`config.mk`:
```
export PLATFORM = sky130hd
export DESIGN_NAME = mem_stage_ctrl
export DESIGN_NICKNAME = d
export VERILOG_FILES = /design/src/rtl/mem_stage_ctrl.sv
export SDC_FILE = /design/constraint.sdc
export NUM_CORES = 1
export LEC_CHECK = 0
export ABC_CLOCK_PERIOD_IN_PS = 6300
export CAP_MARGIN = 0
export CORE_MARGIN = 4
export CORE_UTILIZATION = 25
export DETAILED_ROUTE_END_ITERATION = 10
export PLACE_DENSITY_LB_ADDON = 0.1
export SLEW_MARGIN = 10
export SYNTH_ARGS = -nofsm -noshare
export SYNTH_HDL_FRONTEND = slang
export SYNTH_SLANG_ARGS = --single-unit
```
`constraint.sdc`:
```
create_clock -name clk -period 6.3 [get_ports clk]
set_clock_uncertainty 0.05 [all_clocks]
set_input_delay 1.89 -clock clk [delete_from_list [all_inputs] [get_ports clk]]
set_output_delay 1.89 -clock clk [all_outputs]
set_load 0.005 [all_outputs]
```
`src/rtl/mem_stage_ctrl.sv`:
```
// Memory-access stage behind the EX ALU: passes ALU results through to WB and
// runs LDR/STR over a req/ack handshake, stalling EX while a transfer is open.
module mem_stage_ctrl #(
    parameter int DATA_W  = 16,
    parameter int RD_W    = 4,
    parameter int TIMEOUT = 15
) (
    input  logic              clk,
    input  logic              rst,
    input  logic              in_valid,
    input  logic [3:0]        in_op,
    input  logic [DATA_W-1:0] in_alu_out,
    input  logic [DATA_W-1:0] in_store_data,
    input  logic [RD_W-1:0]   in_rd,
    input  logic              in_flush,
    output logic              in_ready,
    output logic              mem_req,
    output logic              mem_we,
    output logic [DATA_W-1:0] mem_addr,
    output logic [DATA_W-1:0] mem_wdata,
    input  logic              mem_ack,
    input  logic [DATA_W-1:0] mem_rdata,
    output logic              out_valid,
    output logic              out_we,
    output logic [DATA_W-1:0] out_data,
    output logic [RD_W-1:0]   out_rd,
    output logic              err
);

    // state | meaning
    // IDLE  | accepting EX results; non-memory ops go straight to WB
    // WAIT  | memory transaction outstanding, EX stalled
    typedef enum logic {IDLE, WAIT} state_t;

    localparam logic [3:0] OP_CMP = 4'b0101;
    localparam logic [3:0] OP_LDR = 4'b0111;
    localparam logic [3:0] OP_STR = 4'b1000;
    localparam int CNT_W = (TIMEOUT < 2) ? 1 : $clog2(TIMEOUT);

    state_t            state, state_nxt;
    logic              req_nxt, we_nxt, vld_nxt, owe_nxt, err_nxt;
    logic [DATA_W-1:0] addr_nxt, wdata_nxt, data_nxt;
    logic [RD_W-1:0]   rd_nxt, rd_lat, rd_lat_nxt;
    logic [CNT_W-1:0]  cnt, cnt_nxt;
    logic              flush_pend, flush_nxt;
    logic              is_mem, wb_en;

    assign in_ready = (state == IDLE);
    assign is_mem   = (in_op == OP_LDR) || (in_op == OP_STR);
    // Arithmetic/logic/SET codes write back; CMP, branch/stall and undefined do not
    assign wb_en    = (in_op <= 4'd6) && (in_op != OP_CMP);

    always_ff @(posedge clk or negedge rst) begin
        if (!rst) begin
            state      <= IDLE;
            mem_req    <= 1'b0;
            mem_we     <= 1'b0;
            mem_addr   <= '0;
            mem_wdata  <= '0;
            out_valid  <= 1'b0;
            out_we     <= 1'b0;
            out_data   <= '0;
            out_rd     <= '0;
            err        <= 1'b0;
            cnt        <= '0;
            flush_pend <= 1'b0;
            rd_lat     <= '0;
        end else begin
            state      <= state_nxt;
            mem_req    <= req_nxt;
            mem_we     <= we_nxt;
            mem_addr   <= addr_nxt;
            mem_wdata  <= wdata_nxt;
            out_valid  <= vld_nxt;
            out_we     <= owe_nxt;
            out_data   <= data_nxt;
            out_rd     <= rd_nxt;
            err        <= err_nxt;
            cnt        <= cnt_nxt;
            flush_pend <= flush_nxt;
            rd_lat     <= rd_lat_nxt;
        end
    end

    always_comb begin
        state_nxt  = state;
        req_nxt    = mem_req;
        we_nxt     = mem_we;
        addr_nxt   = mem_addr;
        wdata_nxt  = mem_wdata;
        vld_nxt    = 1'b0;
        owe_nxt    = 1'b0;
        data_nxt   = out_data;
        rd_nxt     = out_rd;
        err_nxt    = err;
        cnt_nxt    = cnt;
        flush_nxt  = flush_pend;
        rd_lat_nxt = rd_lat;
        case (state)
            IDLE: begin
                if (in_valid && !in_flush) begin
                    if (is_mem) begin
                        req_nxt    = 1'b1;
                        we_nxt     = (in_op == OP_STR);
                        addr_nxt   = in_alu_out;
                        wdata_nxt  = (in_op == OP_STR) ? in_store_data : '0;
                        rd_lat_nxt = in_rd;
                        cnt_nxt    = '0;
                        flush_nxt  = 1'b0;
                        state_nxt  = WAIT;
                    end else begin
                        vld_nxt  = 1'b1;
                        owe_nxt  = wb_en;
                        data_nxt = in_alu_out;
                        rd_nxt   = in_rd;
                    end
                end
            end
            WAIT: begin
                // Ack is tested first so an ack on the last allowed cycle still completes
                if (mem_ack) begin
                    req_nxt   = 1'b0;
                    vld_nxt   = 1'b1;
                    owe_nxt   = !mem_we && !flush_pend && !in_flush;
                    data_nxt  = mem_we ? mem_addr : mem_rdata;
                    rd_nxt    = rd_lat;
                    cnt_nxt   = '0;
                    flush_nxt = 1'b0;
                    state_nxt = IDLE;
                end else if (cnt == CNT_W'(TIMEOUT - 1)) begin
                    req_nxt   = 1'b0;
                    err_nxt   = 1'b1;
                    vld_nxt   = 1'b1;
                    owe_nxt   = 1'b0;
                    data_nxt  = '0;
                    rd_nxt    = rd_lat;
                    cnt_nxt   = '0;
                    flush_nxt = 1'b0;
                    state_nxt = IDLE;
                end else begin
                    cnt_nxt   = cnt + 1'b1;
                    flush_nxt = flush_pend | in_flush;
                end
            end
            default: state_nxt = IDLE;
        endcase
    end

endmodule

```
Word level (Yosys, flattened, before mapping) --
Index checks and enable logic that the tools add are counted.
Operators by class: add/subtract/negate cells 1, magnitude comparators 1, equality and inequality tests 8, mux-type cells 41, bitwise operators 3, reduce and logical (&&, ||, !) cells 13
Operator list (count):
- $mux W16 | 6
- $mux W4 | 8
- $pmux W16 S2 | 1
- $mux W1 | 19
- $pmux W4 S2 | 2
- $reduce_and A3 Y1 | 4
- $pmux W1 S2 | 5
- $eq A4 B4 Y1 const B | 2
- $add A4 B1 Y4 const B | 1
- $eq A4 B3 Y1 const B | 1
- $le A4 B3 Y1 const B | 1
- $logic_and A1 B1 Y1 | 4
- $ne A2 B1 Y1 const B | 2
- $ne A4 B3 Y1 const B | 1
- $logic_not A1 Y1 | 3
- $ne A3 B2 Y1 const B | 1
- $ne A2 B2 Y1 const B | 1
- $not A1 Y1 | 2
- $reduce_and A2 Y1 | 1
- $logic_or A1 B1 Y1 | 1
- $or A1 B1 Y1 | 1
Storage, ports and cells: register bits 67, output and inout bits 58, word-level logic and storage cells 80

Depth between registers and ports, before layout --
Gate-level depths: netlist (run 1).
word-level depth 5, depth in mapped cells 8, mapped depth without buffers 6

Worst setup path after synthesis (run 1) --
No wires, ideal clock.
path type in2reg, start point in in_op[0], end point reg out_data[10], library setup time 0.125 ns, arrival time 3.126 ns, required time 6.125 ns, setup slack 2.999 ns, cell stages on the path 5, buffers on the path 1, cells stage by stage or4b_4 nand2_2 a211oi_4 buf_12 mux2_4
On the way: longest elaborated chain between the ends 4, elaborated cells between the ends (all ways) 5, those cells by class eq/ne (3); reduce/logical (2)
Ends and longest elaborated chain:
- start, declared | RTL line 11 | input logic [3:0] in_op,
- $eq A4 B3 Y1 / $eq A4 B4 Y1 (equally long branches) | RTL line 49 | assign is_mem = (in_op == OP_LDR) || (in_op == OP_STR);
- $logic_or A1 B1 Y1 (*) | RTL line 49
- $ne A2 B2 Y1 (no line) (*)
- $reduce_and A3 Y1 (no line) (*)
- end signal, assigned | RTL line 76 | out_data <= data_nxt;
- end, declared | RTL line 25 | output logic [DATA_W-1:0] out_data,
Every way passes the cells marked *; elsewhere a longest branch is shown, timed or not. A chain may end at the register's enable or synchronous reset.

Worst setup path in the final report (run 1) --
start point reg mem_we, end point out mem_we
RTL lines:
- start, declared | RTL line 18 | output logic mem_we,
- start signal, assigned | RTL line 71 | mem_we <= we_nxt;
No word-level cell between the ends.

==> results.json, run 1 <==
{
  "outcome": "complete, no violations",
  "cap_violations": 0,
  "placed_cell_area_sq_um": 4340,
  "synth_edf_count": 0,
  "io_pins": 119,
  "pre_cts_ws_ns": 1.97,
  "setup_slack_ns": 2.31,
  "antenna_found_initial": 0,
  "crit_arrival_ns": 2.05,
  "dieArea_sq_um": 14100,
  "p_seq_share_pct": 40.1,
  "ys_seq_area_share_pct": 54.7,
  "synth_common_cells": "dfrtp_1 (67), mux2_2 (27), mux2i_1 (20)",
  "postCtsSetupBuffers": 0,
  "grtUsageTotal_pct": 12.5,
  "final.setup.tns_ns": 0,
  "dieWidth_microns": 119,
  "nets": 405,
  "layout-drive-gt1-share_pct": 17.6,
  "power_density_nw_per_um2": 319,
  "clock.fmax_mhz": 251,
  "firstDrtPassIters": 4,
  "path_depth": 1,
  "cpMaxStageDelayCell": "dfrtp_1",
  "viasPerCell": 4.60,
  "crit_path_end_kind": "primary output",
  "synth_top_cell_by_area": "dfrtp_1",
  "final-hold-violation-count": 0,
  "critical-path-top-delay-family": "flip-flops",
  "finalCriticalPeriod_ns": 3.99,
  "p_clk_share_pct": 35.0,
  "setup_violations": 0,
  "clkTransAtPathRegs_ns": 0.05,
  "synth_most_common_cell": "dfrtp_1",
  "leakage_nw": 1.98,
  "numClockSinks": 67,
  "wl_per_cell_microns": 17.3,
  "yosys_warnings": 0,
  "synth_area_leaders": "dfrtp_1 (55%), mux2_2 (9.9%), mux2i_1 (6.5%)",
  "holdBufCountCts": 0,
  "nFillCells": 1189,
  "grt-ovfl-total": 0,
  "rrSetupSlack_ns": 3.70,
  "crit_type": "reg2out",
  "die_y_microns": 119,
  "synthesis.area_sq_um": 3060,
  "worst_pin_slew_ns": 1.18,
  "required_ns": 4.36,
  "design_area_sq_um": 4660,
  "cts_buffer_depth": 2,
  "vias": 2268,
  "cts_made_buffers": 9,
  "grt_max_degree": 68,
  "htree_levels": 3,
  "rr_worst_depth": 4,
  "ys_ff_latch": 67,
  "ys_async_sr_fraction_pct": 100,
  "layoutNonFillerInstCount": 493,
  "slew_violations": 0,
  "ant_nets": 0,
  "row_count": 40,
  "synth_nets": 287,
  "hp-class": "reg2reg",
  "min_period_over_period_pct": 63.3,
  "grt_pass1_vias": 2432,
  "post_cts_resized": 0,
  "synth_top_area_share_pct": 54.7,
  "p_comb_share_pct": 24.9,
  "synth_cell_types": 36,
  "path_buf_inv": 1,
  "p_int_w": 0.00113,
  "gp_congestion": 0.682,
  "rsz0062_at_grt": "false",
  "dp.cells": 478,
  "cts_root_buf": "clkbuf_16",
  "area_delta_synth_final_pct": 51.9,
  "start_kind": "flip-flop",
  "crit_chain": "clkdlybuf4s50_1",
  "power.total_w": 0.00148,
  "drtIter0Drc": 78,
  "wirelength_mm": 8.54,
  "relSlewSlack_pct": 21.0,
  "ir_worst_vdd_v": 0.000103,
  "cts_tree": "built",
  "drcViolationCount": 0,
  "p_switching_w": 0.000355,
  "diodes": 0,
  "start_util_pct": 25.5,
  "io_buffer_count": 118,
  "post-dp-hpwl_mm": 5.71,
  "crit_fanout": 19,
  "critPathMaxStageDelay_ns": 1.05,
  "clk_latency_ns": 0.32,
  "hold-path-cell-count": 1,
  "syn_area_per_cell_sq_um": 13.7,
  "syn_inst": 224,
  "switching_share_pct": 23.9,
  "grt_pass1_wl_mm": 13.6,
  "coreArea_sq_um": 12000,
  "ys.flop_type": "dfrtp_1"
}
-- power groups by stage --
stage	Clock [W]	Combinational, W	Sequential [W]
after floorplan	0	0.000148	0.000586
after global placement	0	0.000372	0.000602
after detailed placement	0	0.000378	0.000601
after CTS	0.000537	0.000379	0.000597
after global routing	0.000560	0.000401	0.000609
final	0.000520	0.000370	0.000594
-- per-stage QoR --
| step | util, % | hold WS (ns) |
|---|---|---|
| floorplan | - | 0.407 |
| global placement | 36.1 | 0.438 |
| detailed placement | 36.1 | 0.438 |
| CTS | 38.8 | 0.451 |
| global route | 38.8 | 0.472 |
| finish | 38.8 | 0.435 |
-- layer usage --
layer / routed length, microns / global-route usage (%) / part of all wire, %
met2: 3940 / 18.4 / 46
met1: 3740 / 16.1 / 44
met5: 0 / 0 / 0
met4: 120 / 5.00 / 1.4
met3: 735 / 5.36 / 8.6
-- layout make-up --
type | instances | area [sq um] | share of cell area [%]
Clock buffer | 14 | 284 | 6.10
Clock inverter | 1 | 30.0 | 0.645
Inverter | 5 | 18.8 | 0.403
Tap cell | 147 | 184 | 3.95
Timing Repair Buffer | 120 | 1190 | 25.6
Multi-Input combinational cell | 139 | 1270 | 27.3
Sequential cell | 67 | 1680 | 36.0
-- worst paths after layout --
| check | to | from |
|---|---|---|
| max in group asynchronous | out_data[13] | rst |
| hold / removal | err | err |
| setup reg to reg | out_data[3] | state |
| hold reg to reg | err | err |
| setup / recovery | mem_we | mem_we |
| min in group asynchronous | mem_wdata[13] | rst |
-- flip-flops by register name (all words and copies together), names as in the netlist --
name,flops
mem_addr,16
mem_wdata,16
out_data,16
cnt,4
out_rd,4
rd_lat,4
err,1
flush_pend,1
mem_req,1
mem_we,1
out_valid,1
out_we,1
state,1
-- cells by family after synthesis --
| group | after synthesis | synth area share (%) |
|---|---|---|
| adders and majority gates | 2 | 0.817 |
| DFF | 67 | 54.7 |
| buffers and inverters | 18 | 3.80 |
| and+or+nand+nor | 27 | 5.55 |
| muxes | 56 | 20.9 |
| AOI/OAI and AO/OA | 54 | 14.3 |
-- cells in the final DEF (no fill, tap or decap), types with 2 or more instances in the layout --
cell	synthesis	routed
ha_1	2	2
dfrtp_1	67	67
inv_1	5	5
mux2_4	9	9
o2bb2ai_1	16	16
nand2_1	7	7
nor2_1	2	2
buf_4	1	2
nand3_1	7	7
o21ai_0	6	6
a22o_1	16	16
clkbuf_8	0	4
a21o_1	2	2
clkbuf_16	0	9
mux2_2	27	27
nand2_2	2	2
mux2i_1	20	20
a22oi_1	4	4
a31oi_1	2	2
a21oi_1	3	3
clkdlybuf4s50_1	0	117
(Power assumes the default switching activity.)
==> run 2: changes to the inputs <==
ABC_CLOCK_PERIOD_IN_PS = 4130   (was 6300)
clock period = 4.13 ns   (was 6.3 ns; I/O delays follow)
==> results.json, run 2 (synthesis gave the netlist of run 1 again) <==
{
  "clkTransAtPathRegs_ns": 0.05,
  "crit_fanout": 17,
  "final_cell_mix": "clkdlybuf4s50_1 (117), dfrtp_1 (67), mux2_2 (27)",
  "setup_violations": 0,
  "p_switching_w": 0.000562,
  "cpMaxStageDelayCell": "a211oi_4",
  "hp-class": "reg2reg",
  "diodes": 0,
  "grt_pass1_wl_mm": 13.6,
  "io_pins": 119,
  "min_to": "err",
  "post-dp-hpwl_mm": 5.96,
  "cts_made_buffers": 9,
  "switching_share_pct": 24.4,
  "post_cts_resized": 0,
  "gp_congestion": 0.709,
  "final-hold-violation-count": 0,
  "cap_violations": 0,
  "min_period_over_period_pct": 78.1,
  "p_int_w": 0.00174,
  "leakage_nw": 1.99,
  "critPathMaxStageDelay_ns": 0.92,
  "finalCriticalPeriod_ns": 3.23,
  "hold-path-cell-count": 1,
  "hp-start": "err",
  "p_clk_share_pct": 35.9,
  "rr_worst_depth": 4,
  "placed_cell_area_sq_um": 4370,
  "rrSetupSlack_ns": 1.58,
  "worstReg2RegEnd": "out_data[6]",
  "relSlewSlack_pct": 26.3,
  "layout-drive-gt1-share_pct": 18.6,
  "io_buffer_count": 118,
  "critical-path-top-delay-family": "compound AO/OA/AOI/OAI gates",
  "viasPerCell": 4.67,
  "row_count": 40,
  "start_util_pct": 25.5,
  "grt_pass1_vias": 2531,
  "p_comb_share_pct": 25.5,
  "antenna_found_initial": 0,
  "r2r_start": "state",
  "reg_top3": "mem_addr: 16 flops, mem_wdata: 16 flops, out_data: 16 flops",
  "firstDrtPassIters": 4,
  "clk_latency_ns": 0.32,
  "numClockSinks": 67,
  "clock.fmax_mhz": 310,
  "rsz0062_at_grt": "false",
  "p_seq_share_pct": 38.6,
  "dieArea_sq_um": 14100,
  "vias": 2318,
  "path_buf_inv": 1,
  "power_density_nw_per_um2": 490,
  "wirelength_mm": 8.48,
  "dieWidth_microns": 119,
  "start_kind": "input port",
  "wl_per_cell_microns": 17.1,
  "grt-ovfl-total": 0,
  "crit_path_end_kind": "flip-flop",
  "layout_commonest_cell": "clkdlybuf4s50_1",
  "outcome": "complete, no violations",
  "drcViolationCount": 0,
  "holdBufCountCts": 0,
  "htree_levels": 3,
  "crit_arrival_ns": 3.39,
  "grt_max_degree": 35,
  "crit_chain": "clkdlybuf4s50_1 > nor2b_1 > nor2_1 > a211oi_4 > mux2_2",
  "worst_pin_slew_ns": 1.10,
  "die_y_microns": 119,
  "crit_start": "in_valid",
  "ant_nets": 0,
  "area_delta_synth_final_pct": 53.3,
  "design_area_sq_um": 4700,
  "crit_type": "in2reg",
  "cts_tree": "built",
  "slew_violations": 0,
  "postCtsSetupBuffers": 0,
  "required_ns": 4.29,
  "ir_worst_vdd_v": 0.000233,
  "cts_buffer_depth": 2,
  "cts_root_buf": "clkbuf_16",
  "coreArea_sq_um": 12000,
  "grtUsageTotal_pct": 12.4,
  "drtIter0Drc": 97,
  "final.setup.tns_ns": 0,
  "nets": 407
}
[run 2: per-stage QoR]
step	std cells	worst slack (ns)	util, %	hold slack, ns	power [W]
2_1_floorplan	224	1.48	-	0.407	0.00112
3_3_place_gp	480	0.546	36.4	0.420	0.00149
3_5_place_dp	480	0.482	36.4	0.417	0.00150
4_1_cts	496	0.833	39.1	0.432	0.00235
5_1_grt	496	0.770	39.1	0.471	0.00243
6_report	496	0.903	39.1	0.420	0.00230
[run 2: layout make-up]
| class | instances | area [sq um] |
|---|---|---|
| Clock buffer | 10 | 239 |
| Clock inverter | 6 | 88.8 |
| Fill cell | 1135 | 7310 |
| Inverter | 5 | 18.8 |
| Multi-Input combinational cell | 139 | 1270 |
| Sequential cell | 67 | 1680 |
| Tap cell | 147 | 184 |
| Timing Repair Buffer | 122 | 1220 |
[run 2: worst max-delay path by stage]
stage                         endpoint  slack [ns]  cells after the start
after global routing       out_data[3]        0.77                      5
after CTS                  out_data[6]        0.83                      5
after global placement     out_data[4]        0.55                      5
after detailed placement   out_data[6]        0.48                      5
final                      out_data[6]        0.90                      5
after floorplan           out_data[10]        1.48                      5
[run 2: power by group through the flow]
| stage | sequential, W | clock (W) | combinational, W |
|---|---|---|---|
| floorplan | 0.000894 | 0 | 0.000225 |
| global placement | 0.000897 | 0 | 0.000595 |
| detailed placement | 0.000897 | 0 | 0.000601 |
| CTS | 0.000889 | 0.000858 | 0.000603 |
| global route | 0.000908 | 0.000881 | 0.000640 |
| finish | 0.000888 | 0.000826 | 0.000588 |
[run 2: layer usage]
metal / global-route usage [%] / wire, microns / vias to the layer above
met3: 4.88 / 735 / 11
met4: 5.43 / 139 / 0
met2: 19.5 / 4030 / 82
met5: 0 / 0 / -
li1: - / - / 1083
met1: 15.0 / 3570 / 1142
==> run 3: changes to the inputs <==
ABC_CLOCK_PERIOD_IN_PS = 3300   (was 4130)
clock period = 3.3 ns   (was 4.13 ns; I/O delays follow)
==> results.json, run 3 (synthesis gave the netlist of run 1 again) <==
{
  "crit_fanout": 17,
  "htree_levels": 3,
  "dp.cells": 485,
  "wirelength_mm": 8.67,
  "crit_chain": "clkdlybuf4s50_1 > nor2b_1 > nor2_1 > a211oi_4 > mux2_2",
  "path_buf_inv": 1,
  "io_pins": 119,
  "holdBufCountCts": 0,
  "post_cts_resized": 0,
  "final.setup.tns_ns": 0,
  "met1_usage_pct": 14.8,
  "grt-ovfl-total": 0,
  "dieWidth_microns": 119,
  "gp_congestion": 0.715,
  "die_y_microns": 119,
  "rsz0062_at_grt": "false",
  "start_util_pct": 25.5,
  "coreArea_sq_um": 12000,
  "relSlewSlack_pct": 27.0,
  "drtIter0Drc": 84,
  "leakage_nw": 1.99,
  "layout_commonest_cell": "clkdlybuf4s50_1",
  "firstDrtPassIters": 4,
  "power_density_nw_per_um2": 578,
  "layoutNonFillerInstCount": 501,
  "drcViolationCount": 0,
  "antenna_found_initial": 0,
  "vias": 2333,
  "layout-drive-gt1-share_pct": 19.2,
  "cts_made_buffers": 9,
  "postCtsSetupBuffers": 0,
  "outcome": "complete, no violations",
  "grtUsageTotal_pct": 12.6,
  "crit_type": "in2reg",
  "setup_violations": 0,
  "worst_pin_slew_ns": 1.09,
  "wl_per_cell_microns": 17.3,
  "globalRoute.busiestLayer": "met2",
  "final_cell_mix": "clkdlybuf4s50_1 (117), dfrtp_1 (67), mux2_2 (27)",
  "setup_slack_ns": 0.320,
  "ir_worst_vdd_v": 0.000194,
  "viasPerCell": 4.66,
  "nFillCells": 1195,
  "grt_max_degree": 32,
  "clkTransAtPathRegs_ns": 0.05,
  "cpMaxStageDelayCell": "a211oi_4",
  "reg_top3": "mem_addr: 16 flops, mem_wdata: 16 flops, out_data: 16 flops",
  "placed_cell_area_sq_um": 4410,
  "grt_pass1_vias": 2573,
  "ant_nets": 0,
  "final-seq-area_sq_um": 1680,
  "required_ns": 3.46,
  "dieArea_sq_um": 14100,
  "cts_buffer_depth": 2,
  "critical-path-top-delay-family": "compound AO/OA/AOI/OAI gates",
  "start_kind": "input port",
  "cts_root_buf": "clkbuf_16",
  "use_met2_pct": 20.2,
  "diodes": 0,
  "post-dp-hpwl_mm": 6.30,
  "cts_tree": "built",
  "final-hold-violation-count": 0,
  "pre_cts_ws_ns": -0.108,
  "clock.fmax_mhz": 336,
  "crit_path_end_kind": "flip-flop",
  "slew_violations": 0,
  "multiInputGateArea_sq_um": 1270,
  "finalCriticalPeriod_ns": 2.98,
  "crit_arrival_ns": 3.14,
  "io_buffer_count": 118,
  "numClockSinks": 67,
  "area_delta_synth_final_pct": 52.4,
  "design_area_sq_um": 4670,
  "nets": 412,
  "critPathMaxStageDelay_ns": 0.91,
  "grt_pass1_wl_mm": 13.9,
  "met3_usage_pct": 5.12,
  "cap_violations": 0,
  "hp-class": "reg2reg",
  "min_period_over_period_pct": 90.3,
  "postLayoutCoreUtil_pct": 38.9,
  "row_count": 40,
  "clk_latency_ns": 0.33
}
[run 3: cell count changes in the layout (fill, tap and decap cells not counted)]
cell	change
clkinv_2	+2
clkbuf_1	+2
bufinv_16	-2
buf_4	+5
clkbuf_8	-1
clkinv_4	-1
[run 3: final timing paths]
check	depth (start not counted)	startpoint	endpoint	slack, ns
setup reg to reg	3	state	out_data[4]	0.83
hold reg to reg	1	err	err	0.43
max in group asynchronous	2	rst	out_data[4]	1.95
min in group asynchronous	1	rst	mem_wdata[13]	0.62
hold / removal	1	err	err	0.43
setup / recovery	5	in_valid	out_data[4]	0.32
[run 3: power breakdown]
| part | internal (W) | switching (W) | total, W |
|---|---|---|---|
| clock | 0.000504 | 0.000344 | 0.000848 |
| combinational | 0.000504 | 0.000235 | 0.000739 |
| sequential | 0.000995 | 0.000116 | 0.00111 |
[run 3: routing by layer]
metal / vias up / wire length (microns)
met3: 14 / 686
met4: 0 / 191
li1: 1092 / -
met2: 77 / 4080
met1: 1150 / 3700
met5: - / 0
[run 3: area by class of cell]
type / instances / share of cell area, %
multi-input combinational: 139 / 27.2
sequential: 67 / 35.9
clock buffer: 11 / 4.98
timing repair buffer: 127 / 26.9
clock inverter: 5 / 0.643
tap: 147 / 3.94
inverter: 5 / 0.402
[run 3: metrics by stage]
step	hold WS, ns	total power, W
floorplan	0.407	0.00140
global placement	0.428	0.00187
detailed placement	0.422	0.00188
CTS	0.437	0.00276
global route	0.464	0.00286
finish	0.433	0.00270
